`config.mk`:
```
export PLATFORM = sky130hd
export DESIGN_NAME = rrarb_wrr_hold
export DESIGN_NICKNAME = d
export VERILOG_FILES = /design/src/rtl/rrarb_wrr_hold.sv
export SDC_FILE = /design/constraint.sdc
export NUM_CORES = 1
export LEC_CHECK = 0
export ABC_AREA = 1
export BUFFER_PORTS_ARGS = -buffer_cell sky130_fd_sc_hd__buf_2
export CELL_PAD_IN_SITES_DETAIL_PLACEMENT = 1
export CELL_PAD_IN_SITES_GLOBAL_PLACEMENT = 1
export CORE_MARGIN = 4
export CORE_UTILIZATION = 37
export CTS_CLUSTER_SIZE = 28
export DETAILED_ROUTE_END_ITERATION = 10
export PLACE_DENSITY_LB_ADDON = 0.1
export SETUP_SLACK_MARGIN = 0.02
export SYNTH_ARGS = -nofsm -noshare
export SYNTH_HDL_FRONTEND = slang
export SYNTH_SLANG_ARGS = --single-unit
export TNS_END_PERCENT = 30
```
`constraint.sdc`:
```
create_clock -name clk -period 2.5 [get_ports clk]
set_input_delay 0.25 -clock clk [delete_from_list [all_inputs] [get_ports clk]]
set_output_delay 0.25 -clock clk [all_outputs]
set_load 0.01 [all_outputs]
```
`src/rtl/rrarb_wrr_hold.sv`:
```
// Weighted round-robin N-to-1 arbiter with registered one-hot grant.
// The owner keeps the grant for eff_weight completed transfers, until it
// drops its request, or until it is released. Handover to the next
// requester in circular order happens without an idle cycle.
`timescale 1ns/1ps
module rrarb_wrr_hold #(
   parameter  int REQ_CNT = 4,
   parameter  int WGT_W   = 4,
   localparam int IDX_W   = $clog2(REQ_CNT)
) (
   input  logic                     clk,
   input  logic                     rst_n,
   input  logic [REQ_CNT-1:0]       req_i,
   input  logic [REQ_CNT*WGT_W-1:0] weight_i,
   input  logic                     done_i,
   input  logic                     release_i,
   output logic [REQ_CNT-1:0]       grant_o,
   output logic                     grant_vld_o,
   output logic [IDX_W-1:0]         grant_idx_o,
   output logic [WGT_W-1:0]         credit_o
);

   // Handshake: req_i is a level held by each requester for as long as it
   // wants the resource. done_i and release_i are single-cycle pulses that
   // refer to the current owner only and are ignored while no grant is
   // held. A transfer counts as completed in the cycle done_i is high.

   // Ownership state is carried by grant_vld_q alone; the enum gives it a
   // readable name for the next-state logic and for checkers.
   typedef enum logic {
      ST_IDLE = 1'b0,
      ST_OWN  = 1'b1
   } state_e;

   logic [REQ_CNT-1:0] grant_q,     grant_d;
   logic               grant_vld_q, grant_vld_d;
   logic [IDX_W-1:0]   grant_idx_q, grant_idx_d;
   logic [WGT_W-1:0]   credit_q,    credit_d;
   logic [IDX_W-1:0]   ptr_q,       ptr_d;

   state_e           state;
   logic             win_found;
   logic [IDX_W-1:0] win_idx;
   logic [IDX_W-1:0] cand;
   logic [WGT_W-1:0] win_credit;
   logic             switch_ev;

   assign state = state_e'(grant_vld_q);

   // Index that lies 'step' positions after 'base' in circular order.
   function automatic logic [IDX_W-1:0] wrap_add(input logic [IDX_W-1:0] base,
                                                 input int               step);
      int sum;
      sum = int'(base) + step;
      return IDX_W'(sum % REQ_CNT);
   endfunction

   // Weight of one requester with zero promoted to one transfer.
   function automatic logic [WGT_W-1:0] eff_weight(input logic [REQ_CNT*WGT_W-1:0] wv,
                                                   input logic [IDX_W-1:0]         idx);
      logic [WGT_W-1:0] w;
      w = wv[idx*WGT_W +: WGT_W];
      return (w == '0) ? WGT_W'(1) : w;
   endfunction

   // Circular search starting after the last owner; the last owner itself
   // is examined last, so it is regranted only when nobody else asks.
   always_comb begin
      win_found = 1'b0;
      win_idx   = ptr_q;
      cand      = ptr_q;
      for (int k = 1; k <= REQ_CNT; k++) begin
         cand = wrap_add(ptr_q, k);
         if (!win_found && req_i[cand]) begin
            win_found = 1'b1;
            win_idx   = cand;
         end
      end
   end

   assign win_credit = eff_weight(weight_i, win_idx);

   // Next-state logic: grant, hold with credit countdown, handover or idle.
   always_comb begin
      grant_d     = grant_q;
      grant_vld_d = grant_vld_q;
      grant_idx_d = grant_idx_q;
      credit_d    = credit_q;
      ptr_d       = ptr_q;
      switch_ev   = 1'b0;
      case (state)
         ST_IDLE: begin
            if (win_found) begin
               grant_d     = REQ_CNT'(1) << win_idx;
               grant_vld_d = 1'b1;
               grant_idx_d = win_idx;
               credit_d    = win_credit;
               ptr_d       = win_idx;
            end
         end
         ST_OWN: begin
            // A simultaneous done is absorbed by the switch: credit is
            // reloaded or cleared, never decremented on the same edge.
            switch_ev = (done_i && (credit_q == WGT_W'(1))) || release_i
                        || !req_i[grant_idx_q];
            if (switch_ev) begin
               if (win_found) begin
                  grant_d     = REQ_CNT'(1) << win_idx;
                  grant_vld_d = 1'b1;
                  grant_idx_d = win_idx;
                  credit_d    = win_credit;
                  ptr_d       = win_idx;
               end else begin
                  grant_d     = '0;
                  grant_vld_d = 1'b0;
                  credit_d    = '0;
               end
            end else if (done_i) begin
               credit_d = credit_q - WGT_W'(1);
            end
         end
         default: begin
         end
      endcase
   end

   // State flops; ptr resets to the top index so requester 0 wins first.
   always_ff @(posedge clk or negedge rst_n) begin
      if (!rst_n) begin
         grant_q     <= '0;
         grant_vld_q <= 1'b0;
         grant_idx_q <= '0;
         credit_q    <= '0;
         ptr_q       <= IDX_W'(REQ_CNT - 1);
      end else begin
         grant_q     <= grant_d;
         grant_vld_q <= grant_vld_d;
         grant_idx_q <= grant_idx_d;
         credit_q    <= credit_d;
         ptr_q       <= ptr_d;
      end
   end

   assign grant_o     = grant_q;
   assign grant_vld_o = grant_vld_q;
   assign grant_idx_o = grant_idx_q;
   assign credit_o    = credit_q;

endmodule

```
=== Word-level counts from Yosys, hierarchy flattened ===
Cells that the tools add are included.

* Register bits after elaboration: 13
* Input port bits: 24
* Output and inout port bits: 11
* Word-level logic and storage cells: 72

* Add/subtract/negate cells: 5
* Magnitude comparators: 5
* Equal/unequal tests: 4
* Shift-type cells: 2
* Muxes and demuxes: 37
* Bitwise logic cells: 1
* Reductions and logical operators: 13

{| class="wikitable"
|+ Operator list
! kind !! number
|-
| $mux W4 || 8
|-
| $mux W2 || 8
|-
| $pmux W4 S2 || 2
|-
| $shiftx A16 B5 Y4 || 1
|-
| $lt A2 B3 Y1 const B || 5
|-
| $mux W1 || 11
|-
| $bmux W1 S2 || 5
|-
| $pmux W2 S2 || 2
|-
| $add A2 B1 Y2 const B || 2
|-
| $add A2 B2 Y2 const B || 2
|-
| $eq A4 B1 Y1 const B || 1
|-
| $logic_and A1 B1 Y1 || 4
|-
| $logic_not A1 Y1 || 4
|-
| $logic_not A4 Y1 || 1
|-
| $reduce_and A2 Y1 || 2
|-
| $shl A1 B2 Y4 const A || 1
|-
| $sub A4 B1 Y4 const B || 1
|-
| $ne A3 B2 Y1 const B || 1
|-
| $logic_or A1 B1 Y1 || 2
|-
| $ne A2 B1 Y1 const B || 1
|-
| $ne A2 B2 Y1 const B || 1
|-
| $pmux W1 S2 || 1
|-
| $not A1 Y1 || 1
|}

=== Depth between registers and ports, before layout ===
* Depth after elaboration: 19
* Gate-level depth with buffers: 17

=== Worst setup path after synthesis ===
OpenSTA, ideal clock, no wires.

* Path type: register to register
* From: reg ptr_q[1]
* To: reg credit_q[0] (netlist: credit_o[0])
* Setup time: 0.122 ns
* Arrival time: 1.727 ns
* Slack: 0.651 ns
* Stages on the path, launching flop included: 16
* Path buffers: 1
* Clock period less this slack: 1.849 ns
* Path through: dfstp_2 > buf_6 > inv_4 > nand2_1 > nand2_2 > nand2_4 > nand2_8 > or2_0 > nand3_1 > nand2_4 > nand3_1 > nand2_1 > nand3_1 > nand2_1 > nand2_1 > a21oi_2

* Longest elaborated chain between the ends: 19

{| class="wikitable"
|+ Ends and longest elaborated chain
! what !! RTL line !! RTL
|-
| from (decl) || 39 || <nowiki>logic [IDX_W-1:0] ptr_q, ptr_d;</nowiki>
|-
| from (signal assigned) || 134 || <nowiki>ptr_q <= IDX_W'(REQ_CNT - 1);</nowiki>
|-
| from (signal assigned) || 140 || <nowiki>ptr_q <= ptr_d;</nowiki>
|-
| $add A2 B1 Y2 || 54 || <nowiki>sum = int'(base) + step;</nowiki>
|-
| $bmux W1 S2 || 74 || <nowiki>if (!win_found && req_i[cand]) begin</nowiki>
|-
| $mux W1 (not written as such) || 74 ||
|-
| $mux W1 || 74 ||
|-
| $logic_not A1 Y1 || 74 ||
|-
| $logic_and A1 B1 Y1 || 74 ||
|-
| $mux W1 || 74 ||
|-
| $logic_not A1 Y1 || 74 ||
|-
| [... 3 more ...] || -- ||
|-
| $logic_and A1 B1 Y1 || 74 ||
|-
| $mux W2 || 74 ||
|-
| $shiftx A16 B5 Y4 || 62 || <nowiki>w = wv[idx*WGT_W +: WGT_W];</nowiki>
|-
| $logic_not A4 Y1 || 63 || <nowiki>return (w == '0) ? WGT_W'(1) : w;</nowiki>
|-
| $mux W4 || 63 ||
|-
| $mux W4 || 107 || <nowiki>if (win_found) begin</nowiki>
|-
| $mux W4 || 106 || <nowiki>if (switch_ev) begin</nowiki>
|-
| $pmux W4 S2 || 91 || <nowiki>case (state)</nowiki>
|-
| to (signal assigned) || 139 || <nowiki>credit_q <= credit_d;</nowiki>
|-
| to (decl) || 38 || <nowiki>logic [WGT_W-1:0] credit_q, credit_d;</nowiki>
|}

Parallel ways exist; a longest one is shown, timed or not. The select of a mux whose other input is x is not followed.
A chain may end at the register's enable or synchronous reset.

=== Worst setup path after layout ===
* From: reg ptr_q[0]
* To: reg credit_q[0] (netlist: credit_o[0])

Same word-level chain as after synthesis.

==> results_dict.tcl <==
set metrics [dict create \
    cts_buffers 3 \
    cp_top_family "simple AND/OR/NAND/NOR gates" \
    setup_violations 0 \
    synthCells 172 \
    synth_fp_nets 198 \
    cts_buffer_depth 2 \
    wl_per_cell_um 13.7 \
    synthTopCellsByArea "dfrtp_1 (21%), nand3_1 (12%), nand2_4 (12%)" \
    crit_type "flip-flop to flip-flop" \
    leakage_nw 0.816 \
    powerDensity_nw_per_um2 1760 \
    max_stage_delay_ns 0.55 \
    grt_pass1_vias 1261 \
    ys_types 29 \
    cts_tree "yes" \
    grt_overflow 0 \
    multi_input_area_um2 843 \
    root_buffer "clkbuf_4" \
    post-route-util_pct 45.6 \
    drtIter0Drc 22 \
    final.min_clock_period_ns 2.13 \
    grt_pass1_wl_um 5730 \
    fp.dieH_um 67.2 \
    h-tree-depth 1 \
    synth.ff_latch_count 13 \
    crit_path_end_kind "flip-flop" \
    antenna_left 0 \
    syn_area_per_cell_um2 7.53 \
    status "finished clean" \
    initial_core_util_pct 38.5 \
    yosysTopAreaCell "dfrtp_1" \
    synth.most_common_cell "nand2_1" \
    grt_max_degree 14 \
    first_pass_iters 4 \
    portBuffers 34 \
    register_area_um2 328 \
    critPathLaunchType "flip-flop" \
    slowest_stage "dfstp_2" \
    cts.sinks 13 \
    max_slew_margin_pct 79.7 \
    drive_above_1_share_pct 37.8 \
    avgViaCountPerCell 4.92 \
    fill_cells 461 \
    synth_enable_flop_cells 0 \
    ios 35 \
    core.rowCount 21 \
    gp_congestion 0.873 \
    nNetsFinal 236 \
    syn-cell-area_um2 1290 \
    cp_common_cell "nand2_1" \
    drv_slew 0 \
    areaGrowthSynthToFinish_pct 18.5 \
    setup_total_negative_slack_ns 0 \
    synth_common_cells "nand2_1 (36), nand3_1 (32), inv_1 (15)" \
    worst-slew-pin-transition_ns 0.304 \
    grt_setup_unrepaired "false" \
    drc 0 \
    fin_crit_sh_pct 85.1 \
    synth-main-ff-cell "dfrtp_1" \
    ir_drop_mv 0.863 \
    synthesis.yosys.warnings 0 \
    hold_viol_final 0 \
    synth-async-reset-ratio_pct 100 \
    grt_usage_pct 16.3 \
    die_area_um2 4510 \
    clock.fmax_mhz 470 \
    dpl.hpwl_um 2890 \
    wirelength_um 3480 \
    antenna_found_initial 0 \
    cp.arrival_ns 2.34 \
    crit_fanout 11 \
    place_inst 250 \
    num_antenna_cells 0 \
    clk_pin_slew_ns 0.09 \
    core_area_um2 3360 \
    via_count 1255 \
    clock_latency_ns 0.28 \
    ys_seq_area_share_pct 25.3 \
    crit_required_ns 2.72 \
    fp.dieW_um 67.2 \
    finClkSkew_ns 0.00553 \
    fin_cells 255 \
    maxCapViolations 0 \
    critPathBufInv 2 \
    crit_chain "buf_4, nand2_1, nand2_2, nand2_4, nand2_8, inv_8, nand3_4, nand3_1, nand2_4, nand3_1, nand2_1, nand3_1, nand2_1, nand2_1, a21oi_2" \
    hold_class "input port to async pin" \
    synth_top_area_share_pct 21.3 \
    cts_resized 0 \
]
[registers in the layout, indices dropped and copies added, names as in the netlist]
| register | flops |
|---|---|
| credit_o | 4 |
| grant_o | 4 |
| grant_idx_o | 2 |
| ptr_q | 2 |
| grant_vld_o | 1 |
[metal layers]
layer	vias to the layer above	share of wire (%)	global-route usage, %
met5	-	0	0
met4	0	0.72	4.81
met3	2	4.0	1.50
met2	30	49	27.0
met1	581	47	22.5
li1	642	-	-
[path summary, 6_finish.rpt]
kind	from	cells past startpoint	endpoint	slack, ns
min in group clk	done_i	4	credit_o[1]	0.39
max reg2reg	ptr_q[0]	15	credit_o[0]	0.37
max in group asynchronous	rst_n	2	ptr_q[0]	1.83
min	rst_n	2	grant_idx_o[0]	0.39
max	ptr_q[0]	15	credit_o[0]	0.37
min reg2reg	grant_o[2]	2	grant_o[2]	0.50
[worst reg2reg max path, cell delays in order (launching register included)]
cell and delay (ns):
dfstp_2 0.55, buf_4 0.19, nand2_1 0.08, nand2_2 0.16, nand2_4 0.09, nand2_8 0.11
inv_8 0.05, nand3_4 0.07, nand3_1 0.13, nand2_4 0.13, nand3_1 0.09, nand2_1 0.10
nand3_1 0.08, nand2_1 0.06, nand2_1 0.06, a21oi_2 0.10
[cells in the final DEF (no fill, tap or decap)]
master and instances:
ha_1 2, xor2_1 2, o22a_1 1, clkinv_2 2, dfrtp_1 11, inv_4 1
nand3_1 32, dfstp_2 2, or2_0 1, a41oi_1 1, inv_2 3, nand2_8 2
buf_2 34, clkbuf_4 3, nand3_4 2, o21ai_1 3, o21ai_4 1, a21oi_1 7
nand2_1 36, inv_1 15, nor2_2 1, dlygate4sd3_1 1, a31oi_1 1, a21oi_2 1
buf_4 1, nand2_2 10, nand2_4 14, nor2_1 3, nand4_2 1, inv_8 1
a22oi_1 2, o21ai_0 12
[through the flow]
step                      total power (W)  hold slack, ns  instance area (µm²)  worst slack, ns
after floorplan                   0.00212         -0.0456                 1290            0.651
after global placement            0.00252           0.155                 1500            0.464
after detailed placement          0.00258           0.158                 1500            0.395
after CTS                         0.00272           0.389                 1530            0.366
after global routing              0.00298           0.413                 1530            0.223
final                             0.00269           0.387                 1530            0.372
[what timing repair did]
action	in CTS	in global routing
hold buffers	1	0
endpoints found under the hold margin	11	0
setup buffers	0	0
[power breakdown]
| group | internal (W) | total, W | switching (W) | leakage (nW) |
|---|---|---|---|---|
| Combinational | 0.000725 | 0.00214 | 0.00141 | 0.644 |
| Clock | 0.0000594 | 0.000135 | 0.0000758 | 0.0177 |
| Sequential | 0.000340 | 0.000423 | 0.0000832 | 0.154 |
[cells by family (layout without fill, tap and decap cells)]
family	Yosys count	after routing	synth area share, %
AO/OA/AOI/OAI	29	29	13.4
buffers and inverters	24	61	9.56
XOR/XNOR	2	2	1.35
flip-flops	13	13	25.3
AND/OR/NAND/NOR	102	102	48.4
adder cells (fa/ha/maj)	2	2	1.93
[cell type report]
class | instances | share of cell area [%]
clock buffers | 3 | 1.47
multi-input cells | 135 | 55.0
inverters | 21 | 5.87
flip-flops and latches | 13 | 21.4
well taps | 46 | 3.75
clock inverters | 1 | 0.326
repair buffers | 36 | 12.2
Power figures use the tool's default switching activity.
